===== src/rtl/cpu_pkg.sv =====
// Shared pipeline definitions: datapath word width, PC increment, the fetch
// FSM state encoding and a word-alignment helper.
package cpu_pkg;

    localparam int WORD_W = 32;
    localparam logic [WORD_W-1:0] PC_STEP = 32'd4;

    typedef enum logic [1:0] {
        FETCH_BOOT = 2'd0,
        FETCH_RUN  = 2'd1,
        FETCH_HALT = 2'd2
    } fetch_state_t;

    function automatic logic [WORD_W-1:0] word_align(input logic [WORD_W-1:0] addr);
        return {addr[WORD_W-1:2], 2'b00};
    endfunction

endpackage


===== src/rtl/if_id_register.sv =====
// Generic pipeline register: instruction word, PC+4 and valid bit, with
// flush and hold controls. Reusable for the later pipeline stages.
//
// Ports:
//   i_clk, i_rst_n         clock, async active-low reset
//   i_flush                load a bubble (valid=0, all data 0); beats hold
//   i_hold                 keep current contents
//   i_load                 capture i_instr / i_pc_plus4 and set valid
//   i_instr, i_pc_plus4    incoming payload
//   o_instr, o_pc_plus4    registered payload
//   o_valid                register holds a real instruction
module if_id_register
    import cpu_pkg::*;
#(
    parameter int W = WORD_W
) (
    input  logic         i_clk,
    input  logic         i_rst_n,
    input  logic         i_flush,
    input  logic         i_hold,
    input  logic         i_load,
    input  logic [W-1:0] i_instr,
    input  logic [W-1:0] i_pc_plus4,
    output logic [W-1:0] o_instr,
    output logic [W-1:0] o_pc_plus4,
    output logic         o_valid
);

    logic [W-1:0] r_instr;
    logic [W-1:0] r_pc_plus4;
    logic         r_valid;

    always_ff @(posedge i_clk or negedge i_rst_n) begin
        if (!i_rst_n) begin
            r_instr    <= '0;
            r_pc_plus4 <= '0;
            r_valid    <= 1'b0;
        end else if (i_flush) begin
            r_instr    <= '0;
            r_pc_plus4 <= '0;
            r_valid    <= 1'b0;
        end else if (!i_hold && i_load) begin
            r_instr    <= i_instr;
            r_pc_plus4 <= i_pc_plus4;
            r_valid    <= 1'b1;
        end
    end

    assign o_instr    = r_instr;
    assign o_pc_plus4 = r_pc_plus4;
    assign o_valid    = r_valid;

endmodule


===== src/rtl/if_fetch_stage.sv =====
// Instruction-fetch stage: program counter, fetch FSM and IF/ID register.
// Optional macro IF_BOUNDS_CHECK_EN enables the instruction-memory bounds
// check (sticky FetchFault, HALT state). Without it FetchFault is 0.
//
// state | meaning
// BOOT  | first cycle after reset release; no capture, PC holds
// RUN   | normal fetch (redirect > stall > fault > flush > fetch)
// HALT  | bounds fault taken; PC frozen, IF/ID empty, left only by reset
//
// Ports:
//   Clk, Rst               clock, async active-low reset
//   Stall, Flush           hazard hold / squash of IF/ID
//   Redirect, RedirectPC   taken branch/jump target from EX
//   ImemAddress            byte address to instruction memory (= PC)
//   ImemInstruction        combinational read data for ImemAddress
//   IfIdInstruction, IfIdPCPlus4, IfIdValid   IF/ID register to decode
//   FetchFault             sticky out-of-range fetch flag
module if_fetch_stage
    import cpu_pkg::*;
#(
    parameter logic [31:0] RESET_PC   = 32'h0000_0000,
    parameter int unsigned IMEM_WORDS = 396
) (
    input  logic        Clk,
    input  logic        Rst,
    input  logic        Stall,
    input  logic        Flush,
    input  logic        Redirect,
    input  logic [31:0] RedirectPC,
    output logic [31:0] ImemAddress,
    input  logic [31:0] ImemInstruction,
    output logic [31:0] IfIdInstruction,
    output logic [31:0] IfIdPCPlus4,
    output logic        IfIdValid,
    output logic        FetchFault
);

    localparam logic [31:0] IMEM_WORDS_L = 32'(IMEM_WORDS);

    logic [31:0]  r_pc;
    fetch_state_t r_state;
    logic [31:0]  w_pc_plus4;
    logic         w_run;
    logic         w_fault_now;
    logic         w_flush_ifid;
    logic         w_hold_ifid;
    logic         w_load_ifid;

    assign w_pc_plus4 = r_pc + PC_STEP;
    assign w_run      = (r_state == FETCH_RUN);

`ifdef IF_BOUNDS_CHECK_EN
    logic r_fault;
    // A redirect target is only checked once it is actually fetched.
    assign w_fault_now = w_run && !Redirect && !Stall
                         && ({2'b00, r_pc[31:2]} >= IMEM_WORDS_L);
    assign FetchFault  = r_fault;
`else
    logic w_unused_imem_words;
    assign w_unused_imem_words = |IMEM_WORDS_L;
    assign w_fault_now = 1'b0;
    assign FetchFault  = 1'b0;
`endif

    // Redirect outranks stall, so a redirect also squashes a stalled IF/ID.
    assign w_flush_ifid = w_run && (Redirect || Flush || w_fault_now);
    assign w_hold_ifid  = !w_run || Stall;
    assign w_load_ifid  = w_run && !Redirect && !Stall && !Flush && !w_fault_now;

    always_ff @(posedge Clk or negedge Rst) begin
        if (!Rst) begin
            r_pc    <= word_align(RESET_PC);
            r_state <= FETCH_BOOT;
`ifdef IF_BOUNDS_CHECK_EN
            r_fault <= 1'b0;
`endif
        end else begin
            case (r_state)
                FETCH_BOOT: r_state <= FETCH_RUN;
                FETCH_RUN: begin
                    if (Redirect) begin
                        r_pc <= word_align(RedirectPC);
                    end else if (Stall) begin
                        r_pc <= r_pc;
`ifdef IF_BOUNDS_CHECK_EN
                    end else if (w_fault_now) begin
                        r_fault <= 1'b1;
                        r_state <= FETCH_HALT;
`endif
                    end else begin
                        r_pc <= w_pc_plus4;
                    end
                end
`ifdef IF_BOUNDS_CHECK_EN
                FETCH_HALT: r_state <= FETCH_HALT;
`endif
                default: r_state <= FETCH_BOOT;
            endcase
        end
    end

    assign ImemAddress = r_pc;

    if_id_register #(.W(WORD_W)) u_if_id (
        .i_clk      (Clk),
        .i_rst_n    (Rst),
        .i_flush    (w_flush_ifid),
        .i_hold     (w_hold_ifid),
        .i_load     (w_load_ifid),
        .i_instr    (ImemInstruction),
        .i_pc_plus4 (w_pc_plus4),
        .o_instr    (IfIdInstruction),
        .o_pc_plus4 (IfIdPCPlus4),
        .o_valid    (IfIdValid)
    );

endmodule


===== config.mk =====
export PLATFORM = sky130hd
export DESIGN_NAME = if_fetch_stage
export DESIGN_NICKNAME = d
export VERILOG_FILES = /design/src/rtl/cpu_pkg.sv /design/src/rtl/if_id_register.sv /design/src/rtl/if_fetch_stage.sv
export SDC_FILE = /design/constraint.sdc
export NUM_CORES = 1
export LEC_CHECK = 0
export ABC_AREA = 1
export ABC_CLOCK_PERIOD_IN_PS = 1850
export CAP_MARGIN = 20
export CELL_PAD_IN_SITES_DETAIL_PLACEMENT = 1
export CELL_PAD_IN_SITES_GLOBAL_PLACEMENT = 1
export CORE_MARGIN = 10
export CORE_UTILIZATION = 32
export DETAILED_ROUTE_END_ITERATION = 8
export PLACE_DENSITY_LB_ADDON = 0.1
export RECOVER_POWER = 50
export SLEW_MARGIN = 25
export SYNTH_ARGS = -nofsm -noshare
export SYNTH_HDL_FRONTEND = slang
export SYNTH_SLANG_ARGS = --single-unit

===== constraint.sdc =====
create_clock -name Clk -period 1.85 [get_ports Clk]
set_input_delay 0.37 -clock Clk [delete_from_list [all_inputs] [get_ports Clk]]
set_output_delay 0.37 -clock Clk [all_outputs]
set_load 0.02 [all_outputs]

==> flow_metrics.py <==
metrics = {
    "route": {
        "drt_wl_total_um": 17200,
        "first_iter_violations": 179,
        "viasPerCell": 4.90,
        "num_vias": 4656,
        "drt-pass1-iter-count": 4,
        "drc": 0,
        "final_antenna_net_count": 0,
        "post_drt_wl_per_cell_um": 18.1,
    },
    "critical_path": {
        "crit_start": "ImemAddress[10]",
        "worstReg2RegStart": "ImemAddress[2]",
        "r2r.worst_path.cells": 7,
        "crit_type": "flop to output port",
        "path_delay_family": "buffers and inverters",
        "path_max_fanout": 4,
        "cp_cell_sequence": "clkdlybuf4s50_1",
        "crit_end": "ImemAddress[10]",
        "max_stage_delay_ps": 660,
        "crit_required_ps": 1480,
        "worst-path-stages": 1,
        "reg2reg_to": "u_if_id.o_pc_plus4[18]",
        "start_kind": "flop",
        "cp_slowest_cell": "clkdlybuf4s50_1",
        "regToRegSetupSlack_ps": 150,
        "cp.buffers_inverters": 1,
        "arrival_ps": 1440,
        "end_kind": "output port",
    },
    "cts": {
        "htree_num_levels": 3,
        "cts_buffer_depth": 2,
        "cts.sinks": 95,
        "path_clk_slew_ps": 70,
        "numCtsBuffers": 9,
        "insertion_delay_ps": 350,
        "cts_tree": "built",
        "cts_root_buf": "clkbuf_16",
    },
    "finish": {
        "diodes": 0,
        "nets": 831,
        "drive_gt1_share_pct": 7.05,
        "final_cell_count_no_fill": 950,
        "synthToLayoutAreaGrowth_pct": 45.9,
        "fin_area_sq_um": 7000,
        "final_core_util_pct": 48.0,
    },
    "timing": {
        "max_freq_mhz": 554,
        "tightest_slew_ps": 806,
        "fin_skew_ps": 8.23,
        "drv_slew": 0,
        "post-route-min-period_ps": 1810,
        "slew_headroom_pct": 46.2,
        "setup_viol": 0,
        "hold_violations": 0,
        "finalCritPeriodShare_pct": 97.6,
    },
    "power_and_ir_drop": {
        "p_leak_uw": 0.00340,
        "clkPwrFrac_pct": 33.8,
        "seqPwrFrac_pct": 40.7,
        "switching_power_uw": 1990,
        "p_sw_share_pct": 32.6,
        "ir_drop_v": 0.000428,
        "internal-power_uw": 4120,
        "powerDensity_nw_per_um2": 872,
        "p_comb_share_pct": 25.5,
    },
    "synth": {
        "synth_top_area_cell": "dfrtp_1",
        "syn-mean-instance-area_sq_um": 8.01,
        "synth_cell_types": 32,
        "synth_area_sq_um": 4800,
        "ys.flop_type": "dfrtp_1",
        "synth_common_cells": "nand2_1, dfrtp_1, nor2_1, inv_1, a22o_1",
        "ys_ff_latch": 95,
        "synthTopCellsByArea": "dfrtp_1, nand2_1, a22o_1",
        "async_flop_share_pct": 100,
        "synth_top_area_share_pct": 49.6,
        "synthMostInstantiatedCell": "nand2_1",
        "syn_inst": 599,
        "synth_edf_count": 0,
        "yosysWarnings": 0,
        "yosysSeqAreaShare_pct": 49.6,
    },
    "die": {
        "start_util_pct": 32.9,
        "fp.dieArea_sq_um": 20300,
        "core-area_sq_um": 14600,
        "core.rowCount": 44,
        "io-pin-count": 167,
        "die_w_um": 142,
        "die_h_um": 142,
    },
    "grt": {
        "track_usage_pct": 16.9,
        "grt_pass1_vias": 5020,
        "antenna_found_initial": 0,
        "grt_max_degree": 50,
        "grt_pass1_wl_um": 27500,
        "grt-ovfl-total": 0,
    },
    "placed_design": {
        "hpwl_um": 13300,
        "dp.cells": 932,
        "placed_area_sq_um": 6690,
        "port_buffers": 161,
        "routabilityCongestion": 0.845,
    },
    "min_path": {
        "holdCritPathClass": "flop to flop",
    },
    "job": {
        "drv_cap": 0,
    },
    "run_status": {
        "status": "completed",
    },
}
power groups by stage:
stage | combinational (uW) | clock (uW) | sequential [uW]
after floorplan | 591 | 0 | 2690
after global placement | 1590 | 0 | 2510
after detailed placement | 1620 | 0 | 2520
after CTS | 1620 | 2120 | 2490
after global routing | 1720 | 2190 | 2520
final | 1550 | 2070 | 2480
repair_timing:
| action | in CTS | in global routing |
|---|---|---|
| setup buffers | 0 | 1 |
| endpoints found under the hold margin | 29 | 0 |
| gates resized for setup | 6 | 17 |
| pin swaps | 0 | 1 |
| setup endpoints to repair | 6 | 24 |
| hold buffers | 1 | 0 |
state kept, by name (all words and copies together), names as in the netlist:
signal / flops
u_if_id.o_pc_plus4: 31
u_if_id.o_valid: 1
r_state: 1
ImemAddress: 30
u_if_id.o_instr: 32
through the flow:
step / setup TNS, ps / hold WS, ps / setup slack (ps) / total power, uW
finish: 0 / 485 / 43.8 / 6100
global route: -4.94 / 514 / -4.10 / 6420
CTS: 0 / 489 / 1.38 / 6220
detailed placement: -24.8 / 340 / -24.8 / 4150
global placement: 0 / 332 / 76.7 / 4100
floorplan: 0 / 74.4 / 249 / 3280
final cells by class:
| class | instances | area (sq um) |
|---|---|---|
| Fill cell | 1723 | 7590 |
| Sequential cell | 95 | 2380 |
| Multi-Input combinational cell | 438 | 2150 |
| Timing Repair Buffer | 177 | 1770 |
| Tap cell | 184 | 230 |
| Clock buffer | 10 | 229 |
| Inverter | 40 | 150 |
| Clock inverter | 6 | 92.6 |
worst min path at each step:
stage / start / endpoint / slack (ps) / cells past startpoint
final: u_if_id.o_pc_plus4[29] / u_if_id.o_pc_plus4[29] / 480 / 2
after detailed placement: Rst / u_if_id.o_instr[21] / 340 / 1
after CTS: u_if_id.o_pc_plus4[29] / u_if_id.o_pc_plus4[29] / 490 / 2
after global placement: Rst / u_if_id.o_instr[21] / 330 / 1
after floorplan: Rst / ImemAddress[10] / 70 / 0
after global routing: u_if_id.o_pc_plus4[29] / u_if_id.o_pc_plus4[29] / 510 / 2
kinds of logic after synthesis:
kind of cell	share of synthesized area, %
other	0.157
xor gates and xnor gates	1.10
buffers and inverters	6.03
adders and majority gates	0.261
AOI/OAI and AO/OA	12.5
DFF	49.6
and+or+nand+nor	30.4
layout by cell type (no fill, tap or decap), types with 6 or more instances in the layout:
master           netlist  final
nand2_1              201    201
clkdlybuf4s50_1        0    138
dfrtp_1               95     95
nor2_1                80     80
inv_1                 37     37
a22o_1                36     36
nand3_1               30     30
o21ai_0               26     26
dlymetal6s2s_1         0     11
a21oi_1               11     10
clkbuf_16              0      9
and2_1                 8      8
buf_4                  5      8
nand2_2                6      6
clkbuf_1              10      6
dlygate4sd2_1          0      6
metal layers:
| metal | GRT usage, % | vias up | routed length, um |
|---|---|---|---|
| met1 | 21.8 | 2280 | 7750 |
| met4 | 5.06 | 0 | 267 |
| li1 | - | 2236 | - |
| met3 | 3.74 | 17 | 1080 |
| met5 | 0 | - | 0 |
| met2 | 27.7 | 123 | 8090 |
Note: power is estimated with default switching activity, not from simulation.
